### src/rtl/rv_pipe_ctrl.sv
// rv_pipe_ctrl: RV32I(M/E) ID-stage decoder carrying control through ID/EX, EX/MEM, MEM/WB with hazard, flush and forwarding logic
//   in : clk, rst_n (async, active low), instr_id, id_valid, br_taken_ex
//   out: stall_if_id, flush_if_id, illegal_id
//        ex_aluop, ex_immsrc, ex_brop, ex_alu_a_src, ex_alu_b_src, fwd_a, fwd_b
//        mem_dmwr, mem_dmctrl, wb_ruwr, wb_datasrc, wb_rd
module rv_pipe_ctrl #(
  parameter bit ENABLE_M   = 1'b0,
  parameter int REG_ADDR_W = 5
) (
  input  logic        clk,
  input  logic        rst_n,
  input  logic [31:0] instr_id,
  input  logic        id_valid,
  input  logic        br_taken_ex,
  output logic        stall_if_id,
  output logic        flush_if_id,
  output logic        illegal_id,
  output logic [4:0]  ex_aluop,
  output logic [2:0]  ex_immsrc,
  output logic [4:0]  ex_brop,
  output logic        ex_alu_a_src,
  output logic        ex_alu_b_src,
  output logic [1:0]  fwd_a,
  output logic [1:0]  fwd_b,
  output logic        mem_dmwr,
  output logic [2:0]  mem_dmctrl,
  output logic        wb_ruwr,
  output logic [1:0]  wb_datasrc,
  output logic [4:0]  wb_rd
);
  localparam logic [6:0] OP_R     = 7'b0110011;
  localparam logic [6:0] OP_I     = 7'b0010011;
  localparam logic [6:0] OP_L     = 7'b0000011;
  localparam logic [6:0] OP_S     = 7'b0100011;
  localparam logic [6:0] OP_B     = 7'b1100011;
  localparam logic [6:0] OP_LUI   = 7'b0110111;
  localparam logic [6:0] OP_AUIPC = 7'b0010111;
  localparam logic [6:0] OP_JAL   = 7'b1101111;
  localparam logic [6:0] OP_JALR  = 7'b1100111;
  localparam logic [6:0] F7_ZERO  = 7'b0000000;
  localparam logic [6:0] F7_ALT   = 7'b0100000;
  localparam logic [6:0] F7_MUL   = 7'b0000001;
  // Source register fields are stored zeroed when the instruction does not
  // read them, so x0 compare logic alone keeps unused fields from matching.
  typedef struct packed {
    logic [4:0] aluop;
    logic [2:0] immsrc;
    logic [4:0] brop;
    logic       a_src;
    logic       b_src;
    logic       dmwr;
    logic [2:0] dmctrl;
    logic       ruwr;
    logic [1:0] datasrc;
    logic [4:0] rd;
    logic [4:0] rs1;
    logic [4:0] rs2;
  } id_ex_t;
  typedef struct packed {
    logic       dmwr;
    logic [2:0] dmctrl;
    logic       ruwr;
    logic [1:0] datasrc;
    logic [4:0] rd;
  } ex_mem_t;
  typedef struct packed {
    logic       ruwr;
    logic [1:0] datasrc;
    logic [4:0] rd;
  } mem_wb_t;
  id_ex_t  dec, id_ex_d, id_ex_q;
  ex_mem_t ex_mem_d, ex_mem_q;
  mem_wb_t mem_wb_d, mem_wb_q;
  logic [6:0] opcode, f7;
  logic [2:0] f3;
  logic [4:0] rd_f, rs1_f, rs2_f;
  logic       legal, rd_used, rs1_used, rs2_used, bad_reg, load_use;
  assign opcode = instr_id[6:0];
  assign rd_f   = instr_id[11:7];
  assign f3     = instr_id[14:12];
  assign rs1_f  = instr_id[19:15];
  assign rs2_f  = instr_id[24:20];
  assign f7     = instr_id[31:25];
  always_comb begin
    dec      = '0;
    legal    = 1'b0;
    rd_used  = 1'b0;
    rs1_used = 1'b0;
    rs2_used = 1'b0;
    case (opcode)
      OP_R: begin
        legal     = f7 == F7_ZERO || (f7 == F7_ALT && (f3 == 3'b000 || f3 == 3'b101)) ||
                    (ENABLE_M && f7 == F7_MUL);
        {rd_used, rs1_used, rs2_used} = 3'b111;
        dec.aluop = {f7 == F7_MUL, f7[5], f3};
        dec.ruwr  = 1'b1;
      end
      OP_I: begin
        // Only shifts carry funct7; ADDI with imm[10] set must stay an add.
        legal     = f3 == 3'b001 ? f7 == F7_ZERO : f3 == 3'b101 ? (f7 == F7_ZERO || f7 == F7_ALT) : 1'b1;
        {rd_used, rs1_used} = 2'b11;
        dec.aluop = {1'b0, f3 == 3'b101 && f7[5], f3};
        dec.b_src = 1'b1;
        dec.ruwr  = 1'b1;
      end
      OP_L: begin
        legal       = f3 != 3'b011 && f3 != 3'b110 && f3 != 3'b111;
        {rd_used, rs1_used} = 2'b11;
        dec.b_src   = 1'b1;
        dec.dmctrl  = f3;
        dec.ruwr    = 1'b1;
        dec.datasrc = 2'b01;
      end
      OP_S: begin
        legal      = f3 <= 3'b010;
        {rs1_used, rs2_used} = 2'b11;
        dec.immsrc = 3'b001;
        dec.b_src  = 1'b1;
        dec.dmwr   = 1'b1;
        dec.dmctrl = f3;
      end
      OP_B: begin
        legal      = f3 != 3'b010 && f3 != 3'b011;
        {rs1_used, rs2_used} = 2'b11;
        dec.immsrc = 3'b101;
        dec.brop   = {2'b01, f3};
      end
      OP_LUI: begin
        legal      = 1'b1;
        rd_used    = 1'b1;
        dec.aluop  = 5'b01111;
        dec.immsrc = 3'b010;
        dec.b_src  = 1'b1;
        dec.ruwr   = 1'b1;
      end
      OP_AUIPC: begin
        legal      = 1'b1;
        rd_used    = 1'b1;
        dec.immsrc = 3'b010;
        dec.a_src  = 1'b1;
        dec.b_src  = 1'b1;
        dec.ruwr   = 1'b1;
      end
      OP_JAL: begin
        legal       = 1'b1;
        rd_used     = 1'b1;
        dec.immsrc  = 3'b110;
        dec.brop    = 5'b10000;
        dec.a_src   = 1'b1;
        dec.b_src   = 1'b1;
        dec.ruwr    = 1'b1;
        dec.datasrc = 2'b10;
      end
      OP_JALR: begin
        legal       = f3 == 3'b000;
        {rd_used, rs1_used} = 2'b11;
        dec.brop    = 5'b10000;
        dec.b_src   = 1'b1;
        dec.ruwr    = 1'b1;
        dec.datasrc = 2'b10;
      end
      default: legal = 1'b0;
    endcase
    dec.rd  = rd_used  ? rd_f  : 5'd0;
    dec.rs1 = rs1_used ? rs1_f : 5'd0;
    dec.rs2 = rs2_used ? rs2_f : 5'd0;
  end
  // RV32E: only x0..x15 exist, so bit 4 of any referenced register field is illegal.
  assign bad_reg = REG_ADDR_W < 5 &&
                   ((rd_used && rd_f[4]) || (rs1_used && rs1_f[4]) || (rs2_used && rs2_f[4]));
  always_comb begin
    load_use    = id_valid && legal && !bad_reg && id_ex_q.ruwr && id_ex_q.datasrc == 2'b01 &&
                  id_ex_q.rd != 5'd0 && (id_ex_q.rd == dec.rs1 || id_ex_q.rd == dec.rs2);
    stall_if_id = load_use && !br_taken_ex;
    flush_if_id = br_taken_ex && rst_n;
    illegal_id  = id_valid && (!legal || bad_reg) && rst_n;
    id_ex_d     = (id_valid && legal && !bad_reg && !load_use && !br_taken_ex) ? dec : '0;
    ex_mem_d    = '{dmwr: id_ex_q.dmwr, dmctrl: id_ex_q.dmctrl, ruwr: id_ex_q.ruwr,
                    datasrc: id_ex_q.datasrc, rd: id_ex_q.rd};
    mem_wb_d    = '{ruwr: ex_mem_q.ruwr, datasrc: ex_mem_q.datasrc, rd: ex_mem_q.rd};
  end
  always_ff @(posedge clk or negedge rst_n)
    if (!rst_n) begin
      id_ex_q  <= '0;
      ex_mem_q <= '0;
      mem_wb_q <= '0;
    end else begin
      id_ex_q  <= id_ex_d;
      ex_mem_q <= ex_mem_d;
      mem_wb_q <= mem_wb_d;
    end
  // A load in EX/MEM has no data yet, so it never feeds the EX operand directly.
  always_comb begin
    fwd_a = (ex_mem_q.ruwr && ex_mem_q.rd != 5'd0 && ex_mem_q.rd == id_ex_q.rs1 && ex_mem_q.datasrc != 2'b01) ? 2'b01 :
            (mem_wb_q.ruwr && mem_wb_q.rd != 5'd0 && mem_wb_q.rd == id_ex_q.rs1) ? 2'b10 : 2'b00;
    fwd_b = (ex_mem_q.ruwr && ex_mem_q.rd != 5'd0 && ex_mem_q.rd == id_ex_q.rs2 && ex_mem_q.datasrc != 2'b01) ? 2'b01 :
            (mem_wb_q.ruwr && mem_wb_q.rd != 5'd0 && mem_wb_q.rd == id_ex_q.rs2) ? 2'b10 : 2'b00;
  end
  assign ex_aluop     = id_ex_q.aluop;
  assign ex_immsrc    = id_ex_q.immsrc;
  assign ex_brop      = id_ex_q.brop;
  assign ex_alu_a_src = id_ex_q.a_src;
  assign ex_alu_b_src = id_ex_q.b_src;
  assign mem_dmwr     = ex_mem_q.dmwr;
  assign mem_dmctrl   = ex_mem_q.dmctrl;
  assign wb_ruwr      = mem_wb_q.ruwr;
  assign wb_datasrc   = mem_wb_q.datasrc;
  assign wb_rd        = mem_wb_q.rd;
endmodule

### config.mk
export PLATFORM = sky130hd
export DESIGN_NAME = rv_pipe_ctrl
export DESIGN_NICKNAME = d
export VERILOG_FILES = /design/src/rtl/rv_pipe_ctrl.sv
export SDC_FILE = /design/constraint.sdc
export NUM_CORES = 1
export LEC_CHECK = 0
export CAP_MARGIN = 10
export CELL_PAD_IN_SITES_DETAIL_PLACEMENT = 2
export CELL_PAD_IN_SITES_GLOBAL_PLACEMENT = 2
export CORE_MARGIN = 1.5
export CORE_UTILIZATION = 33
export CTS_BUF_LIST = sky130_fd_sc_hd__clkbuf_16
export DETAILED_ROUTE_END_ITERATION = 12
export PLACE_DENSITY = 0.94
export SLEW_MARGIN = 40
export SYNTH_ARGS = -nofsm -noshare
export SYNTH_HDL_FRONTEND = slang
export SYNTH_SLANG_ARGS = --single-unit
### constraint.sdc
create_clock -name clk -period 6 [get_ports clk]
set_input_delay 0.6 -clock clk [delete_from_list [all_inputs] [get_ports clk]]
set_output_delay 0.6 -clock clk [all_outputs]
set_load 0.01 [all_outputs]
==> impl_metrics.yaml <==
run_status:
  outcome: "complete, no violations"
global_route:
  grt_overflow: 0
  track_usage: 0.207
  first_global_vias: 2622
  grt_pass1_wl_mm: 14.1
  antenna_found_initial: 0
  grt_max_degree: 59
timing:
  tightest_slew_ns: 0.777
  finalHoldViolCount: 0
  slew_headroom: 0.482
  slew_violations: 0
  rsz0062_at_grt: "false"
  fin_crit_ns: 4.05
  fmax_ghz: 0.247
  setup_viol: 0
  min_period_over_period: 0.674
  setup-tns-final_ns: 0
  clock_skew_ns: 0.00722
drt:
  routed_wl_mm: 8.69
  wire_per_inst_um: 20.6
  drtIter0Drc: 41
  wl_met2_mm: 4.97
  dr_total_vias: 2302
  first_pass_iters: 4
  drc: 0
  ant_nets: 0
  routedLengthMet1_mm: 3.29
  top_layer_used: "met4"
  via_per_inst: 5.45
  wl_met3_um: 287
logic_synthesis:
  synth_cell_types: 50
  syn_area_per_cell_um2: 10.5
  ys.flop_type: "dfrtp_1"
  synth_seq_cells: 56
  synth_seq_area_share: 0.493
  synth_edf_count: 0
  syn_inst: 270
  syn_area_mm2: 0.00284
  synthesis.nets: 306
  synthArstFlopShare: 1.00
  synth-warning-count: 0
floorplan:
  fp-row-count: 33
  io_pins: 70
  coreArea_mm2: 0.00826
  die_area_mm2: 0.00918
  die_y_um: 95.8
  start_util: 0.344
  dieWidth_um: 95.8
pwr:
  power_uw: 777
  power.switching_uw: 171
  power_frac_seq: 0.486
  p_leak_uw: 0.00154
  internal_power_uw: 606
  power-per-cell-area_mw_per_mm2: 214
  power_frac_clock: 0.425
  ir_drop_mv: 0.121
  combPwrFrac: 0.089
  swShare: 0.220
cts:
  numClockSinks: 56
  cts_setup_buffers: 0
  clk_pin_slew_worst_paths_ns: 0.07
  clkLatencyLatePin_ns: 0.29
  cts.path.max_buffers: 2
  cts_resized: 0
  cts_hold_buf: 0
  cts_tree: "done"
  htree_num_levels: 2
  numCtsBuffers: 5
  cts_root_buffer: "clkbuf_16"
setup_path:
  cp.required_ns: 5.40
  crit_path_start_kind: "primary input"
  crit_type: "primary input to output pin"
  cp-end-kind: "output pin"
  critical_path_arrival_ns: 3.45
  path_max_fanout: 14
place:
  place_area_mm2: 0.00346
  port_buffers: 69
  place_congestion: 0.838
  hpwl_mm: 6.36
  dpl.cell_count: 414
cells_and_area:
  syn_to_final_growth_pct: 27.8
  layout.nets: 352
  drive_gt1_frac: 0.0536
  final_cell_mix: "68 x clkdlybuf4s50_1, 56 x dfrtp_1, 27 x a211oi_1, 21 x nand2_1, 15 x xor2_1"
  fin_area_mm2: 0.00363
  instances_no_fill: 422
  diodes: 0
  final_common_cell: "clkdlybuf4s50_1"
min_path:
  hold_path.class: "flip-flop to flip-flop"
flow_run:
  maxCapViolations: 0
state kept, by name (all words and copies together) (netlist names):
name	cells
id_ex_q	10
wb_datasrc	2
ex_mem_q	8
ex_mem_d	11
mem_dmctrl	3
wb_ruwr	1
wb_rd	5
ex_aluop	5
ex_alu_a_src	1
ex_immsrc	3
mem_dmwr	1
ex_brop	5
ex_alu_b_src	1
worst paths after layout:
path	startpoint	endpoint	slack (ns)	cells after the start
worst max-delay path	instr_id[1]	stall_if_id	1.95	8
worst min register to register	ex_mem_d[10]	mem_dmctrl[2]	0.35	0
worst max register to register	ex_mem_d[0]	id_ex_q[9]	3.83	7
max in group asynchronous	rst_n	mem_dmctrl[2]	5.06	2
min in group asynchronous	rst_n	wb_rd[3]	0.45	2
worst min-delay path	ex_mem_d[10]	mem_dmctrl[2]	0.35	0
worst max-delay path, cell delays in order:
cell and delay (ns):
clkdlybuf4s50_1 0.59, and2_0 0.67, nand4_1 0.32, o21ai_0 0.18, a211o_1 0.19, and3_1 0.19, and3b_1 0.17, clkdlybuf4s50_1 0.54
power groups by stage:
stage | logic (uW) | registers, uW | clock network (uW)
2_1_floorplan | 26.3 | 385 | 0
3_3_place_gp | 65.5 | 385 | 0
5_1_grt | 75.5 | 378 | 353
3_5_place_dp | 68.5 | 385 | 0
4_1_cts | 69.9 | 378 | 339
6_report | 69.1 | 378 | 330
logic make-up after synthesis:
logic type             Yosys count  synth area share
XOR/XNOR                        22            0.0678
buffers and inverters           42            0.0881
multiplexers                     1           0.00352
flip-flops                      56             0.493
other                            1           0.00132
AND/OR/NAND/NOR                 77             0.151
AO/OA/AOI/OAI                   71             0.196
synth_stat cells (all sizes together) (2+ instances only):
master	n	area [um2]
buf	27	193
nand4	3	18.8
nor3	3	15.0
a211o	4	35.0
xor2	15	131
nand3	14	70.1
nor2	9	33.8
nor3b	2	15.0
and3b	2	17.5
o21ai	4	20.0
a21oi	11	55.1
nor4	5	31.3
nor2b	2	12.5
clkbuf	6	23.8
inv	9	33.8
nand2b	2	12.5
o211ai	2	20.0
nand3b	3	26.3
or4	5	37.5
xnor2	7	61.3
nand2	21	78.8
a211oi	28	223
o221ai	3	26.3
a2111oi	7	61.3
dfrtp	56	1400
and2	3	18.8
per-layer routing:
layer | global-route usage | vias up
met2 | 0.408 | 60
met4 | 0.0576 | 0
li1 | - | 1054
met3 | 0.0316 | 12
met5 | 0 | -
met1 | 0.224 | 1176
through the flow:
| stage | hold slack, ns | setup WS (ns) | utilization |
|---|---|---|---|
| after global placement | 0.334 | 2.09 | 0.420 |
| after detailed placement | 0.336 | 2.01 | 0.420 |
| final | 0.349 | 1.95 | 0.440 |
| after global routing | 0.365 | 1.75 | 0.440 |
| after CTS | 0.353 | 1.93 | 0.440 |
| after floorplan | 0.304 | 2.98 | - |
area by class of cell:
cell class	instances	area, um2
repair buffers	72	708
multi-input cells	172	1190
clock buffers	5	125
inverters	9	33.8
well taps	105	131
clock inverters	3	42.5
fillers	908	4630
flip-flops and latches	56	1400
Note: power is estimated with default switching activity, not from simulation.
